File: src/rtl/csr_pkg.sv
// Shared CSR-side definitions for the RV32 core's machine-mode timer block.
// Holds the mip bit positions the timer lines feed, the byte offsets of the
// memory-mapped timer registers and the timer bus FSM state type.
package csr_pkg;

  // Bit positions in mip that the timer and software interrupt lines drive
  localparam int MIP_MTIP_BIT = 7;
  localparam int MIP_MSIP_BIT = 3;

  // Byte offsets inside the timer region
  localparam int unsigned MTIMER_OFF_MTIME_LO    = 32'h00;
  localparam int unsigned MTIMER_OFF_MTIME_HI    = 32'h04;
  localparam int unsigned MTIMER_OFF_MTIMECMP_LO = 32'h08;
  localparam int unsigned MTIMER_OFF_MTIMECMP_HI = 32'h0C;
  localparam int unsigned MTIMER_OFF_MSIP        = 32'h10;

  typedef enum logic {
    MTIMER_IDLE,
    MTIMER_RESP
  } mtimer_state_t;

endpackage

File: src/rtl/mtime_prescaler.sv
// Tick generator for mtime: a modulo-PRESCALE down-counter that emits a
// single-cycle tick once every PRESCALE clock cycles. The first tick after
// reset lands so that mtime steps at clock edge PRESCALE.
//
// Ports:
//   clk   - core clock
//   nrst  - asynchronous active-low reset
//   tick  - one-cycle pulse, high in the cycle before mtime should increment
module mtime_prescaler #(
  parameter int PRESCALE = 1
) (
  input  logic clk,
  input  logic nrst,
  output logic tick
);

  localparam logic [15:0] RELOAD  = 16'(PRESCALE - 1);
  // With PRESCALE=1 the count never leaves 0, so tick must sit on 0 there;
  // otherwise tick fires on the last count before the wrap back to 0.
  localparam logic [15:0] TICK_AT = (PRESCALE == 1) ? 16'd0 : 16'd1;

  logic [15:0] count;

  // Count down from 0 -> RELOAD -> ... -> 1 -> 0, repeating every PRESCALE cycles
  always_ff @(posedge clk or negedge nrst) begin
    if (!nrst) begin
      count <= '0;
    end else if (count == 16'd0) begin
      count <= RELOAD;
    end else begin
      count <= count - 16'd1;
    end
  end

  assign tick = (count == TICK_AT);

endmodule

File: src/rtl/machine_timer.sv
// RISC-V machine timer: 64-bit mtime counter and mtimecmp comparator behind a
// word-wide load/store port. Drives mtip into the CSR/exception unit.
//
// Optional feature macro: MACHINE_TIMER_MSIP_EN
//   defined   - msip register at offset 0x10 and the msip output port exist
//   undefined - no msip; offset 0x10 is unmapped and answers with err
//
// Ports:
//   clk, nrst      - core clock, asynchronous active-low reset
//   req, wen       - bus request (held until ready) and write select
//   addr, wdata    - byte offset into the timer region, write data
//   rdata          - read data, valid only while ready is high
//   ready, err     - one-cycle response strobe and its error qualifier
//   mtip           - machine timer interrupt pending (registered compare)
//   msip           - machine software interrupt pending (feature only)
module machine_timer
  import csr_pkg::*;
#(
  parameter int PRESCALE = 1,
  parameter int ADDR_W   = 5
) (
  input  logic              clk,
  input  logic              nrst,
  input  logic              req,
  input  logic              wen,
  input  logic [ADDR_W-1:0] addr,
  input  logic [31:0]       wdata,
  output logic [31:0]       rdata,
  output logic              ready,
  output logic              err,
  output logic              mtip
`ifdef MACHINE_TIMER_MSIP_EN
  ,
  output logic              msip
`endif
);

  mtimer_state_t state;
  logic [63:0]   mtime;
  logic [63:0]   mtimecmp;
  logic [63:0]   mtime_inc;
  logic [63:0]   mtime_next;
  logic [31:0]   offset;
  logic [31:0]   rd_word;
  logic          tick;
  logic          accept;
  logic          aligned;
  logic          sel_time_lo, sel_time_hi, sel_cmp_lo, sel_cmp_hi, sel_msip;
  logic          mapped;
`ifdef MACHINE_TIMER_MSIP_EN
  logic          msip_q;
`endif

  mtime_prescaler #(
    .PRESCALE(PRESCALE)
  ) u_prescaler (
    .clk  (clk),
    .nrst (nrst),
    .tick (tick)
  );

  assign offset  = 32'(addr);
  assign aligned = (addr[1:0] == 2'b00);
  // A request is only taken in IDLE; a req still high during RESP is ignored
  assign accept  = (state == MTIMER_IDLE) && req;

  assign sel_time_lo = aligned && (offset == MTIMER_OFF_MTIME_LO);
  assign sel_time_hi = aligned && (offset == MTIMER_OFF_MTIME_HI);
  assign sel_cmp_lo  = aligned && (offset == MTIMER_OFF_MTIMECMP_LO);
  assign sel_cmp_hi  = aligned && (offset == MTIMER_OFF_MTIMECMP_HI);
`ifdef MACHINE_TIMER_MSIP_EN
  assign sel_msip    = aligned && (offset == MTIMER_OFF_MSIP);
  assign msip        = msip_q;
`else
  assign sel_msip    = 1'b0;
`endif
  assign mapped = sel_time_lo | sel_time_hi | sel_cmp_lo | sel_cmp_hi | sel_msip;

  // Read mux over the current register values, i.e. before this cycle's tick
  always_comb begin
    rd_word = '0;
    if (sel_time_lo) rd_word = mtime[31:0];
    if (sel_time_hi) rd_word = mtime[63:32];
    if (sel_cmp_lo)  rd_word = mtimecmp[31:0];
    if (sel_cmp_hi)  rd_word = mtimecmp[63:32];
`ifdef MACHINE_TIMER_MSIP_EN
    if (sel_msip)    rd_word = {31'd0, msip_q};
`endif
  end

  // Tick increment first, then a bus write overrides only its own half; the
  // untouched half keeps the tick's carry result.
  always_comb begin
    mtime_inc  = mtime + 64'(tick);
    mtime_next = mtime_inc;
    if (accept && wen && sel_time_lo) mtime_next[31:0]  = wdata;
    if (accept && wen && sel_time_hi) mtime_next[63:32] = wdata;
  end

  // Counter and registered compare against the current register values
  always_ff @(posedge clk or negedge nrst) begin
    if (!nrst) begin
      mtime <= '0;
      mtip  <= 1'b0;
    end else begin
      mtime <= mtime_next;
      mtip  <= (mtime >= mtimecmp);
    end
  end

  // Bus FSM with registered response; also owns the software-written registers
  always_ff @(posedge clk or negedge nrst) begin
    if (!nrst) begin
      state    <= MTIMER_IDLE;
      ready    <= 1'b0;
      err      <= 1'b0;
      rdata    <= '0;
      mtimecmp <= '1;
`ifdef MACHINE_TIMER_MSIP_EN
      msip_q   <= 1'b0;
`endif
    end else begin
      case (state)
        MTIMER_IDLE: begin
          ready <= 1'b0;
          err   <= 1'b0;
          rdata <= '0;
          if (req) begin
            state <= MTIMER_RESP;
            ready <= 1'b1;
            err   <= ~mapped;
            rdata <= (!wen && mapped) ? rd_word : 32'd0;
            if (wen && sel_cmp_lo) mtimecmp[31:0]  <= wdata;
            if (wen && sel_cmp_hi) mtimecmp[63:32] <= wdata;
`ifdef MACHINE_TIMER_MSIP_EN
            if (wen && sel_msip)   msip_q          <= wdata[0];
`endif
          end
        end
        default: begin
          state <= MTIMER_IDLE;
          ready <= 1'b0;
          err   <= 1'b0;
          rdata <= '0;
        end
      endcase
    end
  end

endmodule

File: config.mk
export PLATFORM = sky130hd
export DESIGN_NAME = machine_timer
export DESIGN_NICKNAME = d
export VERILOG_FILES = /design/src/rtl/csr_pkg.sv /design/src/rtl/mtime_prescaler.sv /design/src/rtl/machine_timer.sv
export SDC_FILE = /design/constraint.sdc
export NUM_CORES = 1
export LEC_CHECK = 0
export BUFFER_PORTS_ARGS = -buffer_cell sky130_fd_sc_hd__buf_4
export CORE_AREA = 2 2 163 165
export CTS_CLUSTER_DIAMETER = 150
export DETAILED_ROUTE_END_ITERATION = 8
export DIE_AREA = 0 0 165 167
export SLEW_MARGIN = 20
export SYNTH_ARGS = -nofsm -noshare
export SYNTH_HDL_FRONTEND = slang
export SYNTH_SLANG_ARGS = --single-unit
File: constraint.sdc
create_clock -name clk -period 4.1 [get_ports clk]
set_clock_uncertainty 0.05 [all_clocks]
set_input_delay 0 -clock clk [delete_from_list [all_inputs] [get_ports clk]]
set_output_delay 0 -clock clk [all_outputs]
set_load 0.005 [all_outputs]
==> results of run 1 <==
[layout by cell type, fill, tap and decap left out, types with 9 or more instances in the layout]
cell | netlist | layout
sky130_fd_sc_hd__xnor2_1 | 50 | 50
sky130_fd_sc_hd__a21o_1 | 9 | 9
sky130_fd_sc_hd__o21ai_1 | 27 | 27
sky130_fd_sc_hd__buf_4 | 0 | 86
sky130_fd_sc_hd__clkbuf_16 | 0 | 17
sky130_fd_sc_hd__nor2_1 | 74 | 72
sky130_fd_sc_hd__nand2_1 | 179 | 179
sky130_fd_sc_hd__mux2_2 | 33 | 33
sky130_fd_sc_hd__dlygate4sd3_1 | 0 | 37
sky130_fd_sc_hd__o21ai_0 | 108 | 108
sky130_fd_sc_hd__nor4_1 | 11 | 11
sky130_fd_sc_hd__a21oi_1 | 25 | 25
sky130_fd_sc_hd__dfstp_2 | 64 | 64
sky130_fd_sc_hd__nor3_2 | 12 | 11
sky130_fd_sc_hd__and3_1 | 10 | 10
sky130_fd_sc_hd__xor2_1 | 25 | 25
sky130_fd_sc_hd__ha_1 | 68 | 68
sky130_fd_sc_hd__o22ai_1 | 31 | 31
sky130_fd_sc_hd__nand3_1 | 24 | 24
sky130_fd_sc_hd__nand4_1 | 16 | 16
sky130_fd_sc_hd__dfrtp_1 | 115 | 115
sky130_fd_sc_hd__inv_1 | 77 | 77
sky130_fd_sc_hd__nor3_1 | 43 | 43
[worst max-delay path, delay by kind of cell (launching register included)]
family	cells	cell delay [ns]
AOI/OAI and AO/OA	1	0.06
xor gates and xnor gates	1	0.17
adders and majority gates	2	0.50
DFF	1	0.40
and+or+nand+nor	6	2.07
[registers in the layout, summed over array words and instances (netlist names)]
register	flops
err	1
mtime	64
state	1
u_prescaler.count	16
rdata	32
mtimecmp	64
mtip	1
[layer usage]
layer  GRT usage [%]  vias up
met1           28.17     3874
met5               0        -
li1                -     3981
met2           32.25      162
met3           3.088       26
met4           5.180        0
[cell families (layout without fill, tap and decap cells)]
kind of cell | count (synthesis) | after routing | share of synthesized area (%)
AND/OR/NAND/NOR | 410 | 410 | 20.19
AO/OA/AOI/OAI | 215 | 215 | 11.68
flip-flops | 179 | 179 | 44.82
buffers and inverters | 126 | 233 | 4.833
XOR/XNOR | 75 | 75 | 6.457
adder cells (fa/ha/maj) | 68 | 68 | 8.363
multiplexers | 33 | 33 | 3.653
[metrics by stage]
step	setup slack [ns]	power (mW)	std cells	util [%]	hold WS, ns
after detailed placement	0.7268	4.273	1479	42.98	0.1323
final	0.7221	6.013	1548	46.78	0.06330
after floorplan	0.7746	3.693	1106	-	-0.3456
after CTS	0.7084	6.051	1548	46.78	0.04412
after global placement	0.7998	4.228	1479	42.98	0.1341
after global routing	0.4469	6.401	1548	46.78	0.05911
[repair_timing]
item	in CTS	in global routing
hold endpoints to repair	183	0
buffers inserted	0	0
hold buffers	37	0
[power by group through the flow]
stage          logic [mW]  registers, mW  clock network (mW)
2_1_floorplan        1.20           2.50                   0
5_1_grt              1.87           2.70                1.83
3_5_place_dp         1.61           2.67                   0
6_report             1.64           2.65                1.73
4_1_cts              1.65           2.64                1.76
3_3_place_gp         1.57           2.66                   0
[worst min-delay path by stage]
stage | start | end | slack (ns)
global placement | nrst | rdata[24]$_DFF_PN0_ | 0.13
CTS | addr[2] | rdata[21]$_DFF_PN0_ | 0.04
finish | addr[2] | rdata[21]$_DFF_PN0_ | 0.06
detailed placement | nrst | rdata[25]$_DFF_PN0_ | 0.13
floorplan | nrst | err$_DFF_PN0_ | -0.35
global route | addr[2] | rdata[21]$_DFF_PN0_ | 0.06
[area by class of cell]
| class | count | area (um^2) | area share [%] |
|---|---|---|---|
| multi-input combinational | 801 | 5150 | 42.73 |
| sequential | 179 | 4559 | 37.83 |
| timing repair buffer | 124 | 1027 | 8.524 |
| clock buffer | 18 | 439.2 | 3.644 |
| tap | 335 | 419.2 | 3.478 |
| inverter | 77 | 289.0 | 2.398 |
| clock inverter | 14 | 167.7 | 1.391 |
==> impl_metrics.yaml, run 1 <==
synthesis:
  yosys_most_used_dff: "sky130_fd_sc_hd__dfrtp_1"
  syn_avg_cell_area_um2: 9.198
  synth_area_um2: 10170
  synth-async-reset-ratio_pct: 100.0
  synth.yosys.seq_area_share_pct: 44.82
  synth-edff-count: 0
  yosys_register_bits: 179
  synthDistinctLibCells: 51
  yosys-top-cells-area: "sky130_fd_sc_hd__dfrtp_1 (28%), sky130_fd_sc_hd__dfstp_2 (17%), sky130_fd_sc_hd__ha_1 (8.4%)"
  synth.net_count: 1215
  count_leader_synth: "sky130_fd_sc_hd__nand2_1"
  yosys_warning_count: 0
  netlist.area_leader.share_pct: 28.29
  synth.largest_area_cell: "sky130_fd_sc_hd__dfrtp_1"
  synthCells: 1106
  synth_commonest_cells: "sky130_fd_sc_hd__nand2_1 (179), sky130_fd_sc_hd__dfrtp_1 (115), sky130_fd_sc_hd__o21ai_0 (108)"
power:
  cell_internal_pwr_mw: 3.861
  sequentialPowerShare_pct: 44.1
  power_switching_share_pct: 35.79
  ir_drop_uv: 262.4
  power.density_cell_area_nw_per_um2: 498.9
  total_switching_power_mw: 2.152
  power.combinational.fraction_pct: 27.2
  p_leak_nw: 5.342
  clkPwrFrac_pct: 28.7
worst_setup_path:
  path_max_fanout: 9
  critical_path.reg2reg.endpoint: "mtime[62]$_DFF_PN0_"
  startpoint_type: "flop"
  critical_path.slowest_cell: "sky130_fd_sc_hd__dfrtp_1"
  timing.critical_path.to: "mtime[62]$_DFF_PN0_"
  critical_path.reg2reg.startpoint: "u_prescaler.count[11]$_DFF_PN0_"
  timing.critical_path.to_type: "flop"
  cp_cell_sequence: "or3_1, or3_1, nor4b_4, ha_1, ha_1, and2_1, nand4_4, nor4_2, xnor2_1, o21ai_2"
  delay_contributed_by_the_slowest_stage_of_the_critical_path_ns: 0.40
  worstSetupPathType: "reg2reg"
  worst-endpoint-arrival_ns: 3.65
  ff2ff_setup_slack_ns: 0.72
  worstRegToRegCells: 10
  worstPathRequired_ns: 4.37
  startpoint: "u_prescaler.count[11]$_DFF_PN0_"
drt:
  routed_wire_length_um: 26500
  wire_per_inst_um: 17.12
  pre_repair_dr_iteration_count: 4
  via_per_inst: 5.196
  met2WireLength_um: 12490
  drcViolationCount: 0
  route.layer.met1.wl_um: 12670
  wl_met3_um: 975
  final_ant_viol_nets: 0
  via_count: 8043
  detail_route.iter0.violations: 514
  top_layer: "met4"
placement:
  placed_area_um2: 11070
  port_buffers: 75
  gp_congestion: 0.8124
  final_hpwl_dp_um: 18310
global_routing:
  groute.usage.overall_pct: 20.05
  pin_count_of_the_biggest_net_entering_global_routing: 100
  grt_pass1_vias: 7986
  first_pass_grt_wire_length_um: 43170
  grt_antenna_before_repair: 0
  grt-ovfl-total: 0
cts:
  numCtsBuffers: 17
  post_cts.resized_instances: 0
  clk-insertion-delay-late_ns: 0.44
  clockBufferDepth: 2
  clkSlewWorstSetupHoldPaths_ns: 0.08
  cts_tree: "built"
  cts_htree_levels: 4
  cts-root-buf: "sky130_fd_sc_hd__clkbuf_16"
  clock_sinks: 179
sta:
  rsz_0062_raised_after_global_routing: "false"
  final.period_utilization_pct: 82.39
  timing.setup.tns_ns: 0
  clock.fmax_mhz: 296.0
  maxSlewHeadroom_pct: 37.33
  slew_viol_final: 0
  worst_pin_slew_ns: 0.9400
  setup_viol: 0
  hold_viol: 0
  period_minus_slack_ns: 3.378
outcome:
  run_status: "finished, final reports clean"
final_layout:
  nFillCells: 2454
  final_net_count: 1309
  layout-area-overhead-vs-synth_pct: 18.46
  n_antenna_cell: 0
  post_route_cells_drive_above_1_share_pct: 20.61
  postLayoutCellArea_um2: 12050
job:
  drv_cap: 0
die:
  io-pin-count: 76
  floorplan.die_area_um2: 27560
  start_util_pct: 39.49
  die_x_um: 165
  floorplan.die.height_um: 167
  core.rowCount: 59
  floorplan.core_area_um2: 25760
min_path:
  worst_hold_path_type: "in2reg"
  timing.hold.worst_path_depth: 3
Power figures use the tool's default switching activity.
==> inputs of run 2 (changes only) <==
==> constraint.sdc (replaced) <==
create_clock -name clk -period 3.1 [get_ports clk]
set_clock_uncertainty 0.05 [all_clocks]
set_input_delay 0 -clock clk [delete_from_list [all_inputs] [get_ports clk]]
set_output_delay 0 -clock clk [all_outputs]
set_load 0.005 [all_outputs]
==> run 2 against run 1 <==
Effect of this change:
- wire length rose by 3.5%
- die area did not move
- hold slack got worse by 0.034 ns
- largest power group unchanged
==> impl_metrics.yaml, run 2 (synthesized netlist as in run 1, its figures left out) <==
global_routing:
  grt_pass1_vias: 8171
  first_pass_grt_wire_length_um: 44140
  grt_antenna_before_repair: 0
  groute.usage.overall_pct: 20.59
  grt-ovfl-total: 0
  pin_count_of_the_biggest_net_entering_global_routing: 92
sta:
  worst_pin_slew_ns: 0.8870
  timing.hold.ws_ns: 0.02900
  hold_viol: 0
  setup_viol: 0
  rsz_0062_raised_after_global_routing: "true"
  final.period_utilization_pct: 96.85
  slew_viol_final: 0
  period_minus_slack_ns: 3.002
  clock.fmax_mhz: 333.1
  fin_ws_ns: 0.09753
  maxSlewHeadroom_pct: 40.87
worst_setup_path:
  worstRegToRegCells: 11
  critical_path.slowest_cell: "sky130_fd_sc_hd__dfrtp_1"
  timing.critical_path.to_type: "flop"
  startpoint: "u_prescaler.count[11]$_DFF_PN0_"
  delay_contributed_by_the_slowest_stage_of_the_critical_path_ns: 0.41
  startpoint_type: "flop"
  cpLargestDelayFamily: "simple AND/OR/NAND/NOR gates"
  critical_path.most_common_cell: "sky130_fd_sc_hd__or3_4"
  critical_path.reg2reg.endpoint: "mtime[35]$_DFF_PN0_"
  ff2ff_setup_slack_ns: 0.1
  worstSetupPathType: "reg2reg"
  path_max_fanout: 5
  critical_path.reg2reg.startpoint: "u_prescaler.count[11]$_DFF_PN0_"
  worstPathRequired_ns: 3.35
  cp_cell_sequence: "or3_4, or3_4, nor4b_4, ha_4, and2_1, and2_4, nand3_2, buf_4, nor3_2, xnor2_1, o21ai_1"
  path_depth: 11
  timing.critical_path.buf_inv: 1
  worst-endpoint-arrival_ns: 3.25
cts:
  numCtsBuffers: 17
  clkSlewWorstSetupHoldPaths_ns: 0.07
  clockBufferDepth: 2
  cts_htree_levels: 4
  cts_tree: "built"
  clk-insertion-delay-late_ns: 0.44
  cts-root-buf: "sky130_fd_sc_hd__clkbuf_16"
  clock_sinks: 179
final_layout:
  area.sequential_um2: 4559
  fin_cells: 1578
  n_antenna_cell: 0
  final_net_count: 1339
  reg_top3: "mtime x64, mtimecmp x64, rdata x32"
  nFillCells: 2414
  multi_input_area_um2: 5228
  most_frequent_standard_cell_in_the_layout_excluding_fill_and_tap_cells: "sky130_fd_sc_hd__nand2_1"
  postLayoutCoreUtil_pct: 48.30
  most_frequent_cells_in_the_layout: "sky130_fd_sc_hd__nand2_1 (179), sky130_fd_sc_hd__dfrtp_1 (115), sky130_fd_sc_hd__buf_4 (109)"
  post_route_cells_drive_above_1_share_pct: 23.25
  layout-area-overhead-vs-synth_pct: 22.32
drt:
  via_per_inst: 5.202
  via_count: 8208
  wire_per_inst_um: 17.38
  detail_route.iter0.violations: 505
  routed_wire_length_um: 27420
  pre_repair_dr_iteration_count: 5
  drcViolationCount: 0
  final_ant_viol_nets: 0
min_path:
  worst_hold_path_type: "in2reg"
  min_to: "mtimecmp[62]$_DFFE_PN1P_"
  holdCritStartpoint: "wen"
  timing.hold.worst_path_depth: 5
placement:
  place_ws_ns: 0.004885
  dp_cells: 1502
  gp_congestion: 0.8447
  final_hpwl_dp_um: 19350
  port_buffers: 75
power:
  p_leak_nw: 5.510
  power.total_mw: 8.165
  ir_drop_uv: 292.8
  power.density_cell_area_nw_per_um2: 656.1
die:
  floorplan.die.height_um: 167
  die_x_um: 165
  core.rowCount: 59
  floorplan.die_area_um2: 27560
  io-pin-count: 76
  floorplan.core_area_um2: 25760
  start_util_pct: 39.49
outcome:
  run_status: "finished, final reports clean"
job:
  drv_cap: 0
==> run 2: area by class of cell <==
class / instances / area share, %
flip-flops and latches: 179 / 36.64
clock inverters: 13 / 1.579
multi-input cells: 802 / 42.01
repair buffers: 153 / 10.53
well taps: 335 / 3.368
clock buffers: 19 / 3.559
inverters: 77 / 2.323
==> run 2: how the worst max path moves through the flow <==
| stage | to | slack, ns |
|---|---|---|
| floorplan | mtime[58]$_DFF_PN0_ | -0.01 |
| global placement | mtime[49]$_DFF_PN0_ | 0.05 |
| detailed placement | mtime[47]$_DFF_PN0_ | 0.005 |
| CTS | mtime[47]$_DFF_PN0_ | 0.02 |
| global route | mtime[52]$_DFF_PN0_ | -0.06 |
| finish | mtime[35]$_DFF_PN0_ | 0.1 |
==> run 2: tightest hold or removal path, delay by kind of cell <==
family	cells	cell delay (ns)
simple gates	3	0.32
buf+inv	1	0.12
compound gates	1	0.07
==> run 2: power by group <==
part           total (mW)  internal [mW]  switching, mW  leakage (nW)
Combinational        2.34           1.07           1.27          3.13
Clock                2.38           1.39          0.996         0.306
Sequential           3.44           2.88          0.560          2.08
Total                8.16           5.34           2.82          5.51
==> run 2: timing repair <==
item | 4_1_cts | 5_1_grt
buffers inserted | 3 | 2
resized for setup | 0 | 10
hold buffers | 38 | 0
setup endpoints to repair | 4 | 20
gates cloned | 0 | 1
endpoints found under the hold margin | 185 | 0
==> run 2: routing by layer <==
metal  wire length [um]  global-route usage, %
met4                372                  4.688
met5                  0                      0
met2              13220                  33.42
met1              12850                  29.08
met3                980                  2.939
==> run 2: through the flow <==
| step | instance area, um^2 | setup TNS (ns) |
|---|---|---|
| final | 12440 | 0 |
| after global routing | 12440 | -0.1201 |
| after CTS | 12390 | 0 |
| after detailed placement | 11330 | 0 |
| after global placement | 11330 | 0 |
| after floorplan | 10220 | -0.01266 |
